## src/rtl/gt_reset_sequencer_if.sv

```systemverilog
// GT channel reset/status bundle between the reset sequencer and the GT/link side.
// The sequencer uses the master modport; the GT channel model uses the slave modport.
interface gt_reset_sequencer_if;
  logic       CPLLLOCK_IN;
  logic       TXRESETDONE_IN;
  logic       RXRESETDONE_IN;
  logic       CPLLRESET_OUT;
  logic       GTTXRESET_OUT;
  logic       GTRXRESET_OUT;
  logic       TXUSERRDY_OUT;
  logic       RXUSERRDY_OUT;
  logic       DONE_OUT;
  logic       FAIL_OUT;
  logic [3:0] RETRY_COUNT_OUT;

  modport master (
    input  CPLLLOCK_IN, TXRESETDONE_IN, RXRESETDONE_IN,
    output CPLLRESET_OUT, GTTXRESET_OUT, GTRXRESET_OUT, TXUSERRDY_OUT,
           RXUSERRDY_OUT, DONE_OUT, FAIL_OUT, RETRY_COUNT_OUT
  );

  modport slave (
    output CPLLLOCK_IN, TXRESETDONE_IN, RXRESETDONE_IN,
    input  CPLLRESET_OUT, GTTXRESET_OUT, GTRXRESET_OUT, TXUSERRDY_OUT,
           RXUSERRDY_OUT, DONE_OUT, FAIL_OUT, RETRY_COUNT_OUT
  );
endinterface

```

## src/rtl/gt_reset_sequencer.sv

```systemverilog
// GTX channel + CPLL startup controller: CPLL reset, lock wait, GT reset release,
// USERRDY assertion and reset-done confirmation with bounded retries.
module gt_reset_sequencer #(
  parameter int WAIT_STARTUP_CYCLES = 300,
  parameter int LOCK_TIMEOUT        = 50000,
  parameter int DONE_TIMEOUT        = 50000,
  parameter int USRCLK_WAIT_CYCLES  = 16,
  parameter int MAX_RETRIES         = 3
) (
  input logic                   SYSCLK_IN,
  input logic                   SOFT_RESET_IN,
  gt_reset_sequencer_if.master  gt_if
);

  typedef enum logic [2:0] {
    INIT_WAIT      = 3'd0,
    CPLL_RESET     = 3'd1,
    WAIT_CPLLLOCK  = 3'd2,
    GT_RESET_HOLD  = 3'd3,
    WAIT_USRCLK    = 3'd4,
    WAIT_RESETDONE = 3'd5,
    DONE           = 3'd6,
    FAIL           = 3'd7
  } state_e;

  localparam logic [15:0] INIT_LAST   = 16'(WAIT_STARTUP_CYCLES);
  localparam logic [15:0] HOLD_LAST   = 16'd3;
  localparam logic [15:0] USRCLK_LAST = 16'(USRCLK_WAIT_CYCLES - 1);
  localparam logic [15:0] LOCK_LAST   = 16'(LOCK_TIMEOUT);
  localparam logic [15:0] DONE_LAST   = 16'(DONE_TIMEOUT);
  localparam logic [3:0]  RETRY_MAX   = 4'(MAX_RETRIES);

  state_e      state_q;
  logic [15:0] cnt_q;
  logic [3:0]  retry_q;
  logic [2:0]  sync1_q;
  logic [2:0]  sync2_q;
  logic        cpllreset_q;
  logic        gttxreset_q;
  logic        gtrxreset_q;
  logic        txuserrdy_q;
  logic        rxuserrdy_q;
  logic        done_q;
  logic        fail_q;
  logic        lock_s;
  logic        txdone_s;
  logic        rxdone_s;
  logic        retry_req_s;

  always_ff @(posedge SYSCLK_IN) begin
    if (SOFT_RESET_IN) begin
      sync1_q <= 3'b000;
      sync2_q <= 3'b000;
    end else begin
      sync1_q <= {gt_if.CPLLLOCK_IN, gt_if.TXRESETDONE_IN, gt_if.RXRESETDONE_IN};
      sync2_q <= sync1_q;
    end
  end

  assign lock_s   = sync2_q[2];
  assign txdone_s = sync2_q[1];
  assign rxdone_s = sync2_q[0];

  // Lock loss while the GT is being brought up, or a timeout, forces a retry;
  // a success condition seen on the timeout cycle takes precedence.
  always_comb begin
    retry_req_s = 1'b0;
    case (state_q)
      WAIT_CPLLLOCK:              retry_req_s = !lock_s && (cnt_q == LOCK_LAST);
      GT_RESET_HOLD, WAIT_USRCLK: retry_req_s = !lock_s;
      WAIT_RESETDONE:             retry_req_s = !lock_s ||
                                    (!(txdone_s && rxdone_s) && (cnt_q == DONE_LAST));
      default:                    retry_req_s = 1'b0;
    endcase
  end

  always_ff @(posedge SYSCLK_IN) begin
    if (SOFT_RESET_IN) begin
      state_q     <= INIT_WAIT;
      cnt_q       <= 16'd0;
      retry_q     <= 4'd0;
      cpllreset_q <= 1'b0;
      gttxreset_q <= 1'b1;
      gtrxreset_q <= 1'b1;
      txuserrdy_q <= 1'b0;
      rxuserrdy_q <= 1'b0;
      done_q      <= 1'b0;
      fail_q      <= 1'b0;
    end else if (retry_req_s) begin
      cnt_q       <= 16'd0;
      gttxreset_q <= 1'b1;
      gtrxreset_q <= 1'b1;
      txuserrdy_q <= 1'b0;
      rxuserrdy_q <= 1'b0;
      if (retry_q < RETRY_MAX) begin
        retry_q     <= retry_q + 4'd1;
        cpllreset_q <= 1'b1;
        state_q     <= CPLL_RESET;
      end else begin
        fail_q  <= 1'b1;
        state_q <= FAIL;
      end
    end else begin
      cnt_q <= cnt_q + 16'd1;
      case (state_q)
        INIT_WAIT: begin
          if (cnt_q == INIT_LAST) begin
            cnt_q       <= 16'd0;
            cpllreset_q <= 1'b1;
            state_q     <= CPLL_RESET;
          end
        end
        CPLL_RESET: begin
          if (cnt_q == HOLD_LAST) begin
            cnt_q       <= 16'd0;
            cpllreset_q <= 1'b0;
            state_q     <= WAIT_CPLLLOCK;
          end
        end
        WAIT_CPLLLOCK: begin
          if (lock_s) begin
            cnt_q   <= 16'd0;
            state_q <= GT_RESET_HOLD;
          end
        end
        GT_RESET_HOLD: begin
          if (cnt_q == HOLD_LAST) begin
            cnt_q       <= 16'd0;
            gttxreset_q <= 1'b0;
            gtrxreset_q <= 1'b0;
            state_q     <= WAIT_USRCLK;
          end
        end
        WAIT_USRCLK: begin
          if (cnt_q == USRCLK_LAST) begin
            cnt_q       <= 16'd0;
            txuserrdy_q <= 1'b1;
            rxuserrdy_q <= 1'b1;
            state_q     <= WAIT_RESETDONE;
          end
        end
        WAIT_RESETDONE: begin
          if (txdone_s && rxdone_s) begin
            cnt_q   <= 16'd0;
            done_q  <= 1'b1;
            state_q <= DONE;
          end
        end
        // Only CPLL lock loss restarts a running link; reset-done glitches are ignored.
        DONE: begin
          if (!lock_s) begin
            cnt_q       <= 16'd0;
            done_q      <= 1'b0;
            retry_q     <= 4'd0;
            gttxreset_q <= 1'b1;
            gtrxreset_q <= 1'b1;
            txuserrdy_q <= 1'b0;
            rxuserrdy_q <= 1'b0;
            cpllreset_q <= 1'b1;
            state_q     <= CPLL_RESET;
          end
        end
        FAIL: begin
          fail_q      <= 1'b1;
          gttxreset_q <= 1'b1;
          gtrxreset_q <= 1'b1;
        end
        default: begin
          cnt_q   <= 16'd0;
          state_q <= INIT_WAIT;
        end
      endcase
    end
  end

  assign gt_if.CPLLRESET_OUT   = cpllreset_q;
  assign gt_if.GTTXRESET_OUT   = gttxreset_q;
  assign gt_if.GTRXRESET_OUT   = gtrxreset_q;
  assign gt_if.TXUSERRDY_OUT   = txuserrdy_q;
  assign gt_if.RXUSERRDY_OUT   = rxuserrdy_q;
  assign gt_if.DONE_OUT        = done_q;
  assign gt_if.FAIL_OUT        = fail_q;
  assign gt_if.RETRY_COUNT_OUT = retry_q;

endmodule

```

## src/flat_wrapper.sv

```systemverilog
// flat-port wrapper written by rule: the top's interface ports become plain ports
module gt_reset_sequencer_flat 
#(
  parameter int WAIT_STARTUP_CYCLES = 300,
  parameter int LOCK_TIMEOUT        = 50000,
  parameter int DONE_TIMEOUT        = 50000,
  parameter int USRCLK_WAIT_CYCLES  = 16,
  parameter int MAX_RETRIES         = 3
)
  (SYSCLK_IN, SOFT_RESET_IN, gt_if_CPLLLOCK_IN, gt_if_TXRESETDONE_IN, gt_if_RXRESETDONE_IN, gt_if_CPLLRESET_OUT, gt_if_GTTXRESET_OUT, gt_if_GTRXRESET_OUT, gt_if_TXUSERRDY_OUT, gt_if_RXUSERRDY_OUT, gt_if_DONE_OUT, gt_if_FAIL_OUT, gt_if_RETRY_COUNT_OUT);
  gt_reset_sequencer_if gt_if_i ();
  input logic SYSCLK_IN;
  input logic SOFT_RESET_IN;
  input wire logic [$bits(gt_if_i.CPLLLOCK_IN)-1:0] gt_if_CPLLLOCK_IN;
  input wire logic [$bits(gt_if_i.TXRESETDONE_IN)-1:0] gt_if_TXRESETDONE_IN;
  input wire logic [$bits(gt_if_i.RXRESETDONE_IN)-1:0] gt_if_RXRESETDONE_IN;
  output wire logic [$bits(gt_if_i.CPLLRESET_OUT)-1:0] gt_if_CPLLRESET_OUT;
  output wire logic [$bits(gt_if_i.GTTXRESET_OUT)-1:0] gt_if_GTTXRESET_OUT;
  output wire logic [$bits(gt_if_i.GTRXRESET_OUT)-1:0] gt_if_GTRXRESET_OUT;
  output wire logic [$bits(gt_if_i.TXUSERRDY_OUT)-1:0] gt_if_TXUSERRDY_OUT;
  output wire logic [$bits(gt_if_i.RXUSERRDY_OUT)-1:0] gt_if_RXUSERRDY_OUT;
  output wire logic [$bits(gt_if_i.DONE_OUT)-1:0] gt_if_DONE_OUT;
  output wire logic [$bits(gt_if_i.FAIL_OUT)-1:0] gt_if_FAIL_OUT;
  output wire logic [$bits(gt_if_i.RETRY_COUNT_OUT)-1:0] gt_if_RETRY_COUNT_OUT;
  assign gt_if_i.CPLLLOCK_IN = gt_if_CPLLLOCK_IN;
  assign gt_if_i.TXRESETDONE_IN = gt_if_TXRESETDONE_IN;
  assign gt_if_i.RXRESETDONE_IN = gt_if_RXRESETDONE_IN;
  assign gt_if_CPLLRESET_OUT = gt_if_i.CPLLRESET_OUT;
  assign gt_if_GTTXRESET_OUT = gt_if_i.GTTXRESET_OUT;
  assign gt_if_GTRXRESET_OUT = gt_if_i.GTRXRESET_OUT;
  assign gt_if_TXUSERRDY_OUT = gt_if_i.TXUSERRDY_OUT;
  assign gt_if_RXUSERRDY_OUT = gt_if_i.RXUSERRDY_OUT;
  assign gt_if_DONE_OUT = gt_if_i.DONE_OUT;
  assign gt_if_FAIL_OUT = gt_if_i.FAIL_OUT;
  assign gt_if_RETRY_COUNT_OUT = gt_if_i.RETRY_COUNT_OUT;
  gt_reset_sequencer #(.WAIT_STARTUP_CYCLES(WAIT_STARTUP_CYCLES), .LOCK_TIMEOUT(LOCK_TIMEOUT), .DONE_TIMEOUT(DONE_TIMEOUT), .USRCLK_WAIT_CYCLES(USRCLK_WAIT_CYCLES), .MAX_RETRIES(MAX_RETRIES)) u_core (.SYSCLK_IN(SYSCLK_IN), .SOFT_RESET_IN(SOFT_RESET_IN), .gt_if(gt_if_i));
endmodule
```

## config.mk

```make
export PLATFORM = sky130hd
export DESIGN_NAME = gt_reset_sequencer_flat
export DESIGN_NICKNAME = d
export VERILOG_FILES = /design/src/rtl/gt_reset_sequencer_if.sv /design/src/rtl/gt_reset_sequencer.sv /design/src/flat_wrapper.sv
export SDC_FILE = /design/constraint.sdc
export NUM_CORES = 1
export LEC_CHECK = 0
export ABC_AREA = 1
export CORE_MARGIN = 4
export CORE_UTILIZATION = 54
export CTS_CLUSTER_DIAMETER = 150
export DETAILED_ROUTE_END_ITERATION = 8
export PLACE_DENSITY = 0.8
export SYNTH_ARGS = -nofsm -noshare
export SYNTH_HDL_FRONTEND = slang
export SYNTH_SLANG_ARGS = --single-unit
```

## constraint.sdc

```tcl
create_clock -name SYSCLK_IN -period 1.8 [get_ports SYSCLK_IN]
set_clock_uncertainty 0.1 [all_clocks]
set_input_delay 0.27 -clock SYSCLK_IN [delete_from_list [all_inputs] [get_ports SYSCLK_IN]]
set_output_delay 0.27 -clock SYSCLK_IN [all_outputs]
set_load 0.01 [all_outputs]
```

==> summary.txt <==
number of H-tree levels - 2
Hold-fix buffers, CTS - 0
Rows - 20
minimum clock period - 1.83 ns
post-DR vias/cell - 5.29
first-pass GRT wire length - 6350 um
combinational share of power - 5.4%
Syn Inst Count - 253
Clock transition at path regs - 0.10 ns
synthesized cell area - 0.00179 mm^2
Mean Syn Cell Area - 7.08 um^2
I/O pin count - 16
Congestion Overflow GR - 0
Slew @ Worst Pin - 0.332 ns
Syn. warnings - 0
GRT Resource Usage Total - 19.1%
RSZ-0062 raised after global routing - yes
worst hold path depth - 2
max cap viols - 0
number of diodes - 0
cells on worst reg2reg path - 9
CTS sink cnt - 34
Worst setup EP type - register
DRT Pass-1 Iters - 5
ANT nets after route - 0
design area - 0.00232 mm^2
final WL - 4530 um
synthesis-to-layout area growth - 29.7%
leakage - 0.00106 uW
worst path required time - 1.95 ns
fraction of the yosys area taken by sequential cells - 38.0%
Worst Hold Class - register to register
Synth Register Bits - 34
Slew HR - 77.7%
period utilization - 102%
chip height - 65.6 um
Synth Flop Type - dfxtp_1
data arrival time of the critical path - 1.98 ns
Vias - 1730
Async S/R FF share, synth - 0%
RD Place Congestion - 0.894
Startpoint Class - register
clock root buffer - clkbuf_4
fin nets - 290
core region area - 0.00310 mm^2
DRT iter0 DRCs - 148
placed cell areas - 0.00203 mm^2
Pwr Density - 695 mW/mm^2
TritonCTS buffer count - 5
Critical Path Fanout Max - 8
port bufs - 15
initial antenna violation count - 0
final hold viol count - 0
sequential fraction of design power - 48.0%
die area - 0.00430 mm^2
Net Switching - 337 uW
final count of negative-setup-slack endpoints - 9
Max Buffers Root-to-Sink - 2
setup_tns - -0.108 ns
final setup margin - -0.0286 ns
EDFF count, synth - 0
peak supply drop - 0.591 mV
CTS tree - done
switching share of total power - 20.9%
crit path kind - register to register
Slew Limit Fails - 0
Synth cell types - 32
Die X - 65.6 um
outcome - complete, but fails checks
# DRC - 0
failing checks - setup timing
Clock Latency Late Sink - 0.36 ns
largest net degree at the start of global routing - 17
Wirelength per Cell - 13.9 um
Syn Nets - 261
Clock power frac - 46.6%
layout cells sized above 1 - 29.0%
vias in the first global route - 1465
dpl hpwl - 2660 um
Max Freq - 0.547 GHz
Pint - 1280 uW
Initial Util - 57.7%
## critical path, stage by stage (launching register included)
cell	delay [ns]
dfxtp_1	0.37
nor2_1	0.15
nand2_1	0.12
nor2_2	0.14
nand2_2	0.09
a21oi_4	0.20
nand3_2	0.11
o21bai_4	0.22
clkbuf_16	0.20
nor2_2	0.03
## path summary, 6_finish.rpt
check / end / from / slack [ns]
max: u_core.cnt_q[1] / u_core.cnt_q[14] / -0.03
min: u_core.sync2_q[2] / u_core.sync1_q[2] / 0.31
max reg2reg: u_core.cnt_q[1] / u_core.cnt_q[14] / -0.03
min reg2reg: u_core.sync2_q[2] / u_core.sync1_q[2] / 0.31
## cell usage after synthesis (all sizes together) (2+ instances only)
library cell	count	area (um^2)
a21oi	5	28.8
inv	40	150
o21ai	4	23.8
dfxtp	34	681
xnor2	4	35.0
nand2	54	218
nand4	6	43.8
a31oi	2	12.5
nor2	55	231
nand3	22	125
ha	3	37.5
xor2	8	70.1
buf	5	45.0
nor3	3	25.0
## layout by cell type (no fill, tap or decap), types with 2 or more instances in the layout
cell type	n
nand2_1	43
nor2_1	37
inv_1	34
dfxtp_1	21
nand3_1	18
clkdlybuf4s50_1	15
nor2_2	12
nand2_2	11
buf_4	11
dfxtp_2	10
xor2_1	8
nor2_4	6
inv_2	5
nand4_1	5
clkbuf_4	5
nand3_2	4
a21oi_1	4
xnor2_1	4
o21ai_0	3
dfxtp_4	3
a31oi_1	2
ha_4	2
bufinv_16	2
## power groups by stage
stage | logic (uW) | clock network [uW] | registers, uW
after CTS | 64.8 | 750 | 772
after detailed placement | 63.7 | 0 | 789
after global placement | 61.5 | 0 | 789
after floorplan | 40.4 | 0 | 787
final | 87.7 | 753 | 776
after global routing | 95.7 | 777 | 778
## metal layers
metal	part of all wire (%)	global-route usage [%]	wire length (um)	vias to the layer above
met5	0	0	0	-
met4	3.2	8.55	144	0
met3	7.3	3.93	331	19
met2	47	29.6	2130	90
met1	43	25.6	1930	781
li1	-	-	-	840
## state kept, by name, summed over array words and instances, names as in the netlist
| register | cells |
|---|---|
| u_core.gt_if.FAIL_OUT | 1 |
| u_core.sync1_q | 3 |
| u_core.gt_if.GTTXRESET_OUT | 1 |
| u_core.gt_if.CPLLRESET_OUT | 1 |
| u_core.gt_if.RETRY_COUNT_OUT | 4 |
| u_core.sync2_q | 3 |
| u_core.gt_if.TXUSERRDY_OUT | 1 |
| u_core.gt_if.DONE_OUT | 1 |
| u_core.state_q | 3 |
| u_core.cnt_q | 16 |
## kinds of logic (layout without fill, tap and decap cells)
logic type	Yosys count	count (layout)	share of synthesized area, %
AND/OR/NAND/NOR	144	144	37.4
buffers and inverters	46	76	11.1
flip-flops	34	34	38.0
AO/OA/AOI/OAI	14	14	5.52
XOR/XNOR	12	12	5.87
adder cells (fa/ha/maj)	3	3	2.10
## repair_timing
item,4_1_cts,5_1_grt
gates resized for setup,0,48
endpoints found under the setup margin,0,25
buffers inserted,0,3
## final cells by class
class	instances	area [um^2]
tap	44	55.1
sequential	34	704
fill	218	778
clock buffer	6	51.3
clock inverter	2	60.1
timing repair buffer	28	278
multi-input combinational	173	1020
inverter	40	153
## through the flow
step	hold slack, ns	setup slack (ns)	util [%]	std cells	total power [uW]
after CTS	0.307	0.0532	69.0	323	1590
after global placement	0.289	0.101	65.4	315	850
final	0.309	-0.0286	74.9	327	1620
after detailed placement	0.294	0.0726	65.4	315	853
after global routing	0.317	-0.0958	74.9	327	1650
after floorplan	0.277	0.174	-	253	828
Power figures use the tool's default switching activity.
